[config.mk]
export PLATFORM = sky130hd
export DESIGN_NAME = oled_text_line_writer_flat
export DESIGN_NICKNAME = d
export VERILOG_FILES = /design/src/rtl/oled_text_line_writer_pkg.sv /design/src/rtl/oled_text_line_writer_if.sv /design/src/rtl/oled_char_buffer.sv /design/src/rtl/oled_text_line_writer.sv /design/src/flat_wrapper.sv
export SDC_FILE = /design/constraint.sdc
export NUM_CORES = 1
export LEC_CHECK = 0
export ABC_AREA = 1
export CAP_MARGIN = 5
export CORE_MARGIN = 3
export CORE_UTILIZATION = 45
export CTS_CLUSTER_DIAMETER = 150
export DETAILED_ROUTE_END_ITERATION = 12
export DONT_BUFFER_PORTS = 1
export PLACE_DENSITY_LB_ADDON = 0.3
export SLEW_MARGIN = 20
export SYNTH_ARGS = -nofsm -noshare
export SYNTH_HDL_FRONTEND = slang
export SYNTH_SLANG_ARGS = --single-unit
[constraint.sdc]
create_clock -name clk -period 6.5 [get_ports clk]
set_clock_uncertainty 0.2 [all_clocks]
set_input_delay 1.3 -clock clk [delete_from_list [all_inputs] [get_ports clk]]
set_output_delay 1.3 -clock clk [all_outputs]
set_load 0.1 [all_outputs]
[src/rtl/oled_text_line_writer_pkg.sv]
// Shared constants, FSM encoding and character-mapping helper for the OLED text line writer.
package oled_text_line_writer_pkg;

    typedef enum logic [1:0] {
        ST_IDLE = 2'd0,
        ST_LOAD = 2'd1,
        ST_SEND = 2'd2,
        ST_DONE = 2'd3
    } state_t;

    localparam int         GLYPH_BYTES   = 8;
    localparam int         COL_W         = 3;
    localparam logic [7:0] SPACE_CHAR    = 8'h20;
    localparam logic [7:0] FALLBACK_CHAR = 8'h7F;

    // Codes with bit7 set have no glyph; they render as the checkerboard at 0x7F.
    function automatic logic [7:0] map_char(input logic [7:0] c);
        if (c[7]) begin
            return FALLBACK_CHAR;
        end else begin
            return c;
        end
    endfunction

endpackage

[src/rtl/oled_text_line_writer_if.sv]
// Column-byte stream from the line writer to the OLED SPI byte sender.
interface oled_text_line_writer_if;
    logic [7:0] byte_data;
    logic       byte_valid;
    logic       byte_ready;

    modport master (output byte_data, output byte_valid, input byte_ready);
    modport slave  (input byte_data, input byte_valid, output byte_ready);
endinterface

[src/rtl/oled_char_buffer.sv]
// Host-writable line buffer: one ASCII code per character cell, reset to spaces.
module oled_char_buffer
    import oled_text_line_writer_pkg::*;
#(
    parameter int NUM_CHARS = 16,
    parameter int IDX_W     = $clog2(NUM_CHARS)
) (
    input  logic             clk,
    input  logic             rst,
    input  logic             wr_en,
    input  logic [IDX_W-1:0] wr_addr,
    input  logic [7:0]       wr_char,
    input  logic [IDX_W-1:0] rd_idx,
    output logic [7:0]       rd_char
);

    logic [7:0] mem_r [NUM_CHARS];
    logic       wr_ok_s;

    assign wr_ok_s = wr_en && ({1'b0, wr_addr} < (IDX_W + 1)'(NUM_CHARS));
    assign rd_char = mem_r[rd_idx];

    // Buffer storage: cleared to spaces on reset, single write port.
    always_ff @(posedge clk or posedge rst) begin
        if (rst) begin
            for (int i = 0; i < NUM_CHARS; i++) begin
                mem_r[i] <= SPACE_CHAR;
            end
        end else if (wr_ok_s) begin
            mem_r[wr_addr] <= wr_char;
        end
    end

endmodule

[src/rtl/oled_text_line_writer.sv]
// Renders a buffered text line as glyph column bytes, leftmost column first, over a valid/ready stream.
module oled_text_line_writer
    import oled_text_line_writer_pkg::*;
#(
    parameter int NUM_CHARS = 16,
    parameter int IDX_W     = $clog2(NUM_CHARS)
) (
    input  logic                            clk,
    input  logic                            rst,
    input  logic                            wr_en,
    input  logic [IDX_W-1:0]                wr_addr,
    input  logic [7:0]                      wr_char,
    input  logic                            start,
    input  logic                            invert,
    output logic [7:0]                      rom_addr,
    input  logic [63:0]                     rom_data,
    oled_text_line_writer_if.master         byte_if,
    output logic                            busy,
    output logic                            done
);

    state_t             state_r;
    state_t             state_next_s;
    logic [IDX_W-1:0]   char_idx_r;
    logic [COL_W-1:0]   col_idx_r;
    logic [63:0]        glyph_r;
    logic               inv_r;
    logic [7:0]         rd_char_s;
    logic               hs_s;
    logic               last_col_s;
    logic               last_char_s;

    oled_char_buffer #(
        .NUM_CHARS (NUM_CHARS),
        .IDX_W     (IDX_W)
    ) u_buf (
        .clk     (clk),
        .rst     (rst),
        .wr_en   (wr_en),
        .wr_addr (wr_addr),
        .wr_char (wr_char),
        .rd_idx  (char_idx_r),
        .rd_char (rd_char_s)
    );

    assign hs_s        = (state_r == ST_SEND) && byte_if.byte_ready;
    assign last_col_s  = (col_idx_r == COL_W'(GLYPH_BYTES - 1));
    assign last_char_s = (char_idx_r == IDX_W'(NUM_CHARS - 1));

    // State register.
    always_ff @(posedge clk or posedge rst) begin
        if (rst) begin
            state_r <= ST_IDLE;
        end else begin
            state_r <= state_next_s;
        end
    end

    // Next-state logic; start only matters while idle.
    always_comb begin
        state_next_s = state_r;
        case (state_r)
            ST_IDLE: begin
                if (start) begin
                    state_next_s = ST_LOAD;
                end else begin
                    state_next_s = ST_IDLE;
                end
            end
            ST_LOAD: state_next_s = ST_SEND;
            ST_SEND: begin
                if (hs_s && last_col_s) begin
                    state_next_s = last_char_s ? ST_DONE : ST_LOAD;
                end else begin
                    state_next_s = ST_SEND;
                end
            end
            ST_DONE: state_next_s = ST_IDLE;
            default: state_next_s = ST_IDLE;
        endcase
    end

    // Datapath: character/column counters, glyph shift register and invert latch.
    always_ff @(posedge clk or posedge rst) begin
        if (rst) begin
            char_idx_r <= '0;
            col_idx_r  <= '0;
            glyph_r    <= 64'h0;
            inv_r      <= 1'b0;
        end else begin
            case (state_r)
                ST_IDLE: begin
                    if (start) begin
                        char_idx_r <= '0;
                        inv_r      <= invert;
                    end
                end
                ST_LOAD: begin
                    glyph_r   <= rom_data;
                    col_idx_r <= '0;
                end
                ST_SEND: begin
                    if (hs_s) begin
                        glyph_r   <= {glyph_r[55:0], 8'h00};
                        col_idx_r <= col_idx_r + COL_W'(1);
                        if (last_col_s && !last_char_s) begin
                            char_idx_r <= char_idx_r + IDX_W'(1);
                        end
                    end
                end
                default: begin
                end
            endcase
        end
    end

    // Outputs decoded from state; the ROM is only addressed during LOAD.
    always_comb begin
        byte_if.byte_valid = 1'b0;
        byte_if.byte_data  = 8'h00;
        busy               = 1'b0;
        done               = 1'b0;
        rom_addr           = 8'h00;
        case (state_r)
            ST_LOAD: begin
                busy     = 1'b1;
                rom_addr = map_char(rd_char_s);
            end
            ST_SEND: begin
                busy               = 1'b1;
                byte_if.byte_valid = 1'b1;
                byte_if.byte_data  = glyph_r[63:56] ^ {8{inv_r}};
            end
            ST_DONE: done = 1'b1;
            default: begin
            end
        endcase
    end

endmodule

[src/flat_wrapper.sv]
// flat-port wrapper written by rule: the top's interface ports become plain ports
module oled_text_line_writer_flat import oled_text_line_writer_pkg::*;
#(
    parameter int NUM_CHARS = 16,
    parameter int IDX_W     = $clog2(NUM_CHARS)
)
  (clk, rst, wr_en, wr_addr, wr_char, start, invert, rom_addr, rom_data, busy, done, byte_if_byte_data, byte_if_byte_valid, byte_if_byte_ready);
  oled_text_line_writer_if byte_if_i ();
  input  logic clk;
  input  logic rst;
  input  logic wr_en;
  input  logic [IDX_W-1:0] wr_addr;
  input  logic [7:0] wr_char;
  input  logic start;
  input  logic invert;
  output logic [7:0] rom_addr;
  input  logic [63:0] rom_data;
  output logic busy;
  output logic done;
  output wire logic [$bits(byte_if_i.byte_data)-1:0] byte_if_byte_data;
  output wire logic [$bits(byte_if_i.byte_valid)-1:0] byte_if_byte_valid;
  input wire logic [$bits(byte_if_i.byte_ready)-1:0] byte_if_byte_ready;
  assign byte_if_byte_data = byte_if_i.byte_data;
  assign byte_if_byte_valid = byte_if_i.byte_valid;
  assign byte_if_i.byte_ready = byte_if_byte_ready;
  oled_text_line_writer #(.NUM_CHARS(NUM_CHARS), .IDX_W(IDX_W)) u_core (.clk(clk), .rst(rst), .wr_en(wr_en), .wr_addr(wr_addr), .wr_char(wr_char), .start(start), .invert(invert), .rom_addr(rom_addr), .rom_data(rom_data), .byte_if(byte_if_i), .busy(busy), .done(done));
endmodule
; Yosys cells after proc, flatten, opt, wreduce, memory -nomap -nowiden
; Index checks and enable logic that the tools add are counted.
[totals]
ff_bits = 202
latchBits = 0
ram_bits = 0
mem_bits_ro = 0
in_bits = 82
out_inout_bits = 19
word_cells = 73
n_memories = 0
[classes]
addsub = 2
multipliers = 0
div = 0
order_cmp = 3
eq_ne = 8
shifts = 0
mux = 24
bitwise = 3
reduce_logical = 12
[ops]
columns = cell, count
row1 = $bwmux 128, 1
row2 = $pmux 64 s2, 1
row3 = $mux 64, 1
row4 = $mux 8, 5
row5 = $bmux 8 s4, 1
row6 = $demux 8 s4, 1
row7 = $mux 4, 3
row8 = $ge 5x5->1 const B, 2
row9 = $not 4->5, 2
row10 = $pmux 2 s4, 1
row11 = $pmux 4 s2, 1
row12 = $xor 8x8->8, 1
row13 = $mux 7, 1
row14 = $pmux 3 s2, 1
row15 = $lt 5x1->1 const B, 1
row16 = $add 4x1->4 const B, 1
row17 = $eq 2x2->1 const B, 2
row18 = $eq 4x4->1 const B, 1
row19 = $logic_and 1x1->1, 4
row20 = $mux 1, 4
row21 = $mux 2, 2
row22 = $ne 2x2->1 const B, 2
row23 = $reduce_and 2->1, 2
row24 = $reduce_and 4->1, 1
row25 = 9 further kinds, 10

; Depth between registers and ports, before layout
[depth]
word_depth = 6
depth_mapped = 12

; Cells and area by module
; A second synthesis with hierarchy kept.
[unflattened]
hier_cells = 1283
hier_area_um2 = 9963.3
[by_module_without_submodules]
columns = mod, n_inst, cells_per_inst, area_per_inst_um2, seq_area_each_um2
row1 = oled_char_buffer, 1, 835, 6354.8, 3223.1
row2 = oled_text_line_writer, 1, 448, 3608.5, 1851.8

; Worst setup path after synthesis
; Ideal clock, no wire load.
[synth_timing]
path_type = reg-to-output
from = reg u_core.state_r[0]
to = out byte_if_byte_data[0]
t_arrival_ns = 3.274
required_time_ns = 5.000
path_slack_ns = 1.726
stages_incl_launch_ff = 8
cell_sequence = dfrtp_1 -> inv_1 -> ha_1 -> buf_2 -> inv_1 -> buf_2 -> buf_1 -> nor2_1
[synth_via]
elab_chain_len = 2
[synth_rtl]
columns = item, line
row1 = "start, declared", oled_text_line_writer.sv:22  ; state_t state_r;
row2 = "start signal, assigned", oled_text_line_writer.sv:55  ; state_r <= state_next_s;
row3 = $eq 2x2->1, oled_text_line_writer.sv:124  ; case (state_r)
row4 = $mux 8, oled_text_line_writer.sv:124
row5 = "end, declared", flat_wrapper.sv:20  ; output wire logic [$bits(byte_if_i.byte_data)-1:0] byte_if_byte_data;
; Every way passes these cells.

; Worst setup path in the final report
[layout_timing]
from = reg u_core.char_idx_r[0]
to = out rom_addr[2]
[layout_via]
elab_chain_len = 6
[layout_rtl]
columns = item, line
row1 = "start, declared", oled_text_line_writer.sv:24  ; logic [IDX_W-1:0] char_idx_r;
row2 = "start signal, assigned", oled_text_line_writer.sv:107  ; char_idx_r <= char_idx_r + IDX_W'(1);
row3 = $not 4->5 (implied by the code), oled_char_buffer.sv:21  ; assign rd_char = mem_r[rd_idx];
row4 = $bmux 8 s4, oled_char_buffer.sv:21
row5 = $mux 8 (implied by the code) (2 in series), oled_char_buffer.sv:21
row6 = $mux 7, oled_text_line_writer_pkg.sv:18  ; if (c[7]) begin
row7 = $mux 8, oled_text_line_writer.sv:124
row8 = "end, declared", flat_wrapper.sv:16  ; output logic [7:0] rom_addr;
; Every way passes these cells. The select of a mux whose other input is x is not followed.

==> metrics.md <==
| Metric | Value |
|---|---|
| Status | completed |
| Slew HR | 0.2744 |
| Reg-to-Reg End | u_core.char_idx_r[1] |
| Number of buffers created by CTS | 22 |
| Least-Margin Pin Slew | 1.087 ns |
| Largest net degree at the start of global routing | 114 |
| TritonCTS clock tree | yes |
| Clock Latency Late Sink | 0.50 ns |
| Share of cells above drive strength 1 | 0.06990 |
| Syn Nets | 1378 |
| Startpoint Class | flop |
| Mapped Area | 9910 µm² |
| Cts repair resizes | 0 |
| Rows | 53 |
| Cells after Synth | 1289 |
| Remaining global-route overflow | 0 |
| Most common cell in the synthesized netlist | nand2_1 |
| MaxCap Viol Count | 0 |
| Final setup TNS | 0 ns |
| Fmax achieved | 216.2 MHz |
| Drt drc | 0 |
| Core ar. | 21350 µm² |
| Post-Route WL | 23.92 mm |
| DIE AREA | 23840 µm² |
| Syn avg cell area | 7.688 µm² |
| Drt wl/cell | 15.59 µm |
| Final Power | 5074 µW |
| Crit Path Class | reg -> out |
| I/O pins | 101 |
| Critical path peak fanout | 59 |
| Clk buf depth | 3 |
| Via count | 7950 |
| Post-synth EDFFs | 0 |
| Leak | 0.005167 µW |
| Final slew viol count | 0 |
| DIE WIDTH | 154.4 µm |
| Worst hold start | u_core.col_idx_r[0] |
| Yosys warning count | 0 |
| HP Class | reg -> reg |
| P&R area growth vs syn | 8.359% |
| Final period util | 0.7116 |
| Yosys reg bits | 202 |
| Fraction of the yosys area taken by sequential cells | 0.5121 |
| Area leader, netlist | dfrtp_1 |
| Top post-synthesis cells by count | 452 x nand2_1, 186 x dfrtp_1, 140 x o21ai_0, 120 x inv_1, 113 x nor2_1 |
| FILL cells | 2069 |
| R2R setup slack | 3.11 ns |
| R2r worst-path depth | 11 |
| Hold-fix buffers, CTS | 0 |
| TritonRoute pass-1 iters | 5 |
| Clock root buffer | clkbuf_16 |
| Postcts setup bufs | 0 |
| Antenna cell count | 0 |
| CP Data Required Time | 5.00 ns |
| Worst vdd ir | 228.1 µV |
| Initial antenna violation count | 0 |
| Fraction of registers with async set/reset | 1.000 |
| RD Place Congestion | 0.9091 |
| Clock Sink Count | 202 |
| Post-layout min period | 4.626 ns |
| Final ANT Viol Nets | 0 |
| Final setup fails | 0 |
| Vias in the first global route | 7607 |
| FF-to-FF Start | u_core.state_r[0] |
| First-pass GRT wire length | 40.05 mm |
| Synth top area share | 0.4697 |
| Vias per Instance | 5.183 |
| Final #Nets | 1332 |
| Initial drt markers | 710 |
| Min-Delay Endpoint | u_core.col_idx_r[0] |
| Hpwl dp | 15.10 mm |
| H-Tree Depth | 1 |
| Clock transition at path regs | 0.06 ns |
| I/O Buffers | 0 |
| Hold depth | 1 |
| Initial Util | 0.4641 |
| Worst Path Arrival | 3.13 ns |
| Die height | 154.4 µm |
| Pwr/cell area | 472.6 nW/µm² |
| Ys flop type | dfrtp_1 |
| Area contributors post-synth | dfrtp_1 47%, nand2_1 17%, o21ai_0 7.1%, nand3_1 4.7%, inv_1 4.5% |
| Synth cell types | 27 |
| All-Layer GR Usage | 0.2022 |
| Final Hold Viols | 0 |
| Setup crit end kind | output port |
| RSZ-0062 raised after global routing | false |
registers in the layout (all words and copies together), names as in the netlist:
name,cells
u_core.u_buf.mem_r,128
u_core.glyph_r,64
u_core.char_idx_r,4
u_core.col_idx_r,3
u_core.state_r,2
u_core.inv_r,1
logic make-up after synthesis:
kind of cell,after synthesis,synth area share
AOI/OAI and AO/OA,198,0.1073
xor gates and xnor gates,10,0.008839
adders and majority gates,7,0.008838
buffers and inverters,205,0.08990
DFF,202,0.5121
muxes,1,0.001136
other,1,0.0003784
and+or+nand+nor,665,0.2715
metrics by stage:
step                instance area, µm²    util  hold slack [ns]  setup slack (ns)  cells
CTS                              10730  0.5025           0.2785             1.874   1534
detailed placement                9958  0.4664           0.2697             2.414   1494
floorplan                         9913       -           0.2478             1.726   1289
global placement                  9958  0.4664           0.2606             2.491   1494
global route                     10740  0.5029           0.3002             1.686   1534
finish                           10740  0.5029           0.2740             1.874   1534
layout by cell type, fill, tap and decap left out:
| master | Yosys | layout |
|---|---|---|
| clkbuf_1 | 30 | 7 |
| nor2_2 | 1 | 16 |
| o31ai_1 | 1 | 1 |
| clkbuf_16 | 0 | 23 |
| dfstp_2 | 16 | 16 |
| inv_2 | 4 | 5 |
| inv_1 | 120 | 118 |
| dfrtp_1 | 186 | 185 |
| o21ai_0 | 140 | 140 |
| clkinv_1 | 4 | 4 |
| nand2_4 | 1 | 1 |
| nor4_4 | 2 | 2 |
| nand2_1 | 452 | 451 |
| a21oi_1 | 1 | 1 |
| xor2_1 | 2 | 2 |
| nor2_4 | 1 | 1 |
| buf_4 | 8 | 7 |
| nand2_8 | 0 | 1 |
| clkinvlp_4 | 0 | 1 |
| nand3_1 | 93 | 93 |
| xnor2_1 | 8 | 8 |
| nor3_4 | 2 | 2 |
| bufinv_16 | 0 | 3 |
| mux2_2 | 1 | 1 |
| ha_4 | 0 | 1 |
| ha_1 | 7 | 6 |
| conb_1 | 1 | 1 |
| a31oi_1 | 56 | 56 |
| nor2_1 | 113 | 98 |
| clkinv_2 | 0 | 2 |
| clkbuf_8 | 0 | 5 |
| dfrtp_2 | 0 | 1 |
where the power goes:
part	internal, µW	switching (µW)
combinational	532	1340
sequential	1660	218
clock	824	501
critical path: stages, from the launching register on:
cell     delay (ns)
dfrtp_2        0.40
inv_2          0.74
nand2_1        0.13
nand2_1        0.10
nand2_1        0.05
nand3_1        0.08
nand3_1        0.12
nand2_4        0.12
nor2_1         0.07
nor2_2         0.80
routing by layer:
| metal | global-route usage | share of wire |
|---|---|---|
| met2 | 0.3068 | 0.45 |
| met4 | 0.05929 | 0.029 |
| met5 | 0 | 0 |
| met3 | 0.03861 | 0.059 |
| met1 | 0.2970 | 0.46 |
final cells by class:
| type | count | area [µm²] | area share |
|---|---|---|---|
| Multi-Input combinational cell | 882 | 4010 | 0.3735 |
| Sequential cell | 202 | 5076 | 0.4727 |
| Clock inverter | 5 | 100.1 | 0.009322 |
| Timing Repair Buffer | 7 | 52.55 | 0.004894 |
| Tap cell | 275 | 344.1 | 0.03204 |
| Inverter | 128 | 484.2 | 0.04509 |
| Clock buffer | 35 | 670.6 | 0.06246 |
worst max-delay path by stage:
stage	startpoint	to	slack (ns)	cells past startpoint
finish	u_core.char_idx_r[0]	rom_addr[2]	1.87	9
CTS	u_core.char_idx_r[0]	rom_addr[2]	1.87	9
floorplan	u_core.state_r[0]	byte_if_byte_data[0]	1.73	7
global placement	u_core.char_idx_r[0]	rom_addr[6]	2.49	9
global route	u_core.char_idx_r[1]	rom_addr[2]	1.69	10
detailed placement	u_core.char_idx_r[0]	rom_addr[6]	2.41	9
Power figures use the tool's default switching activity.
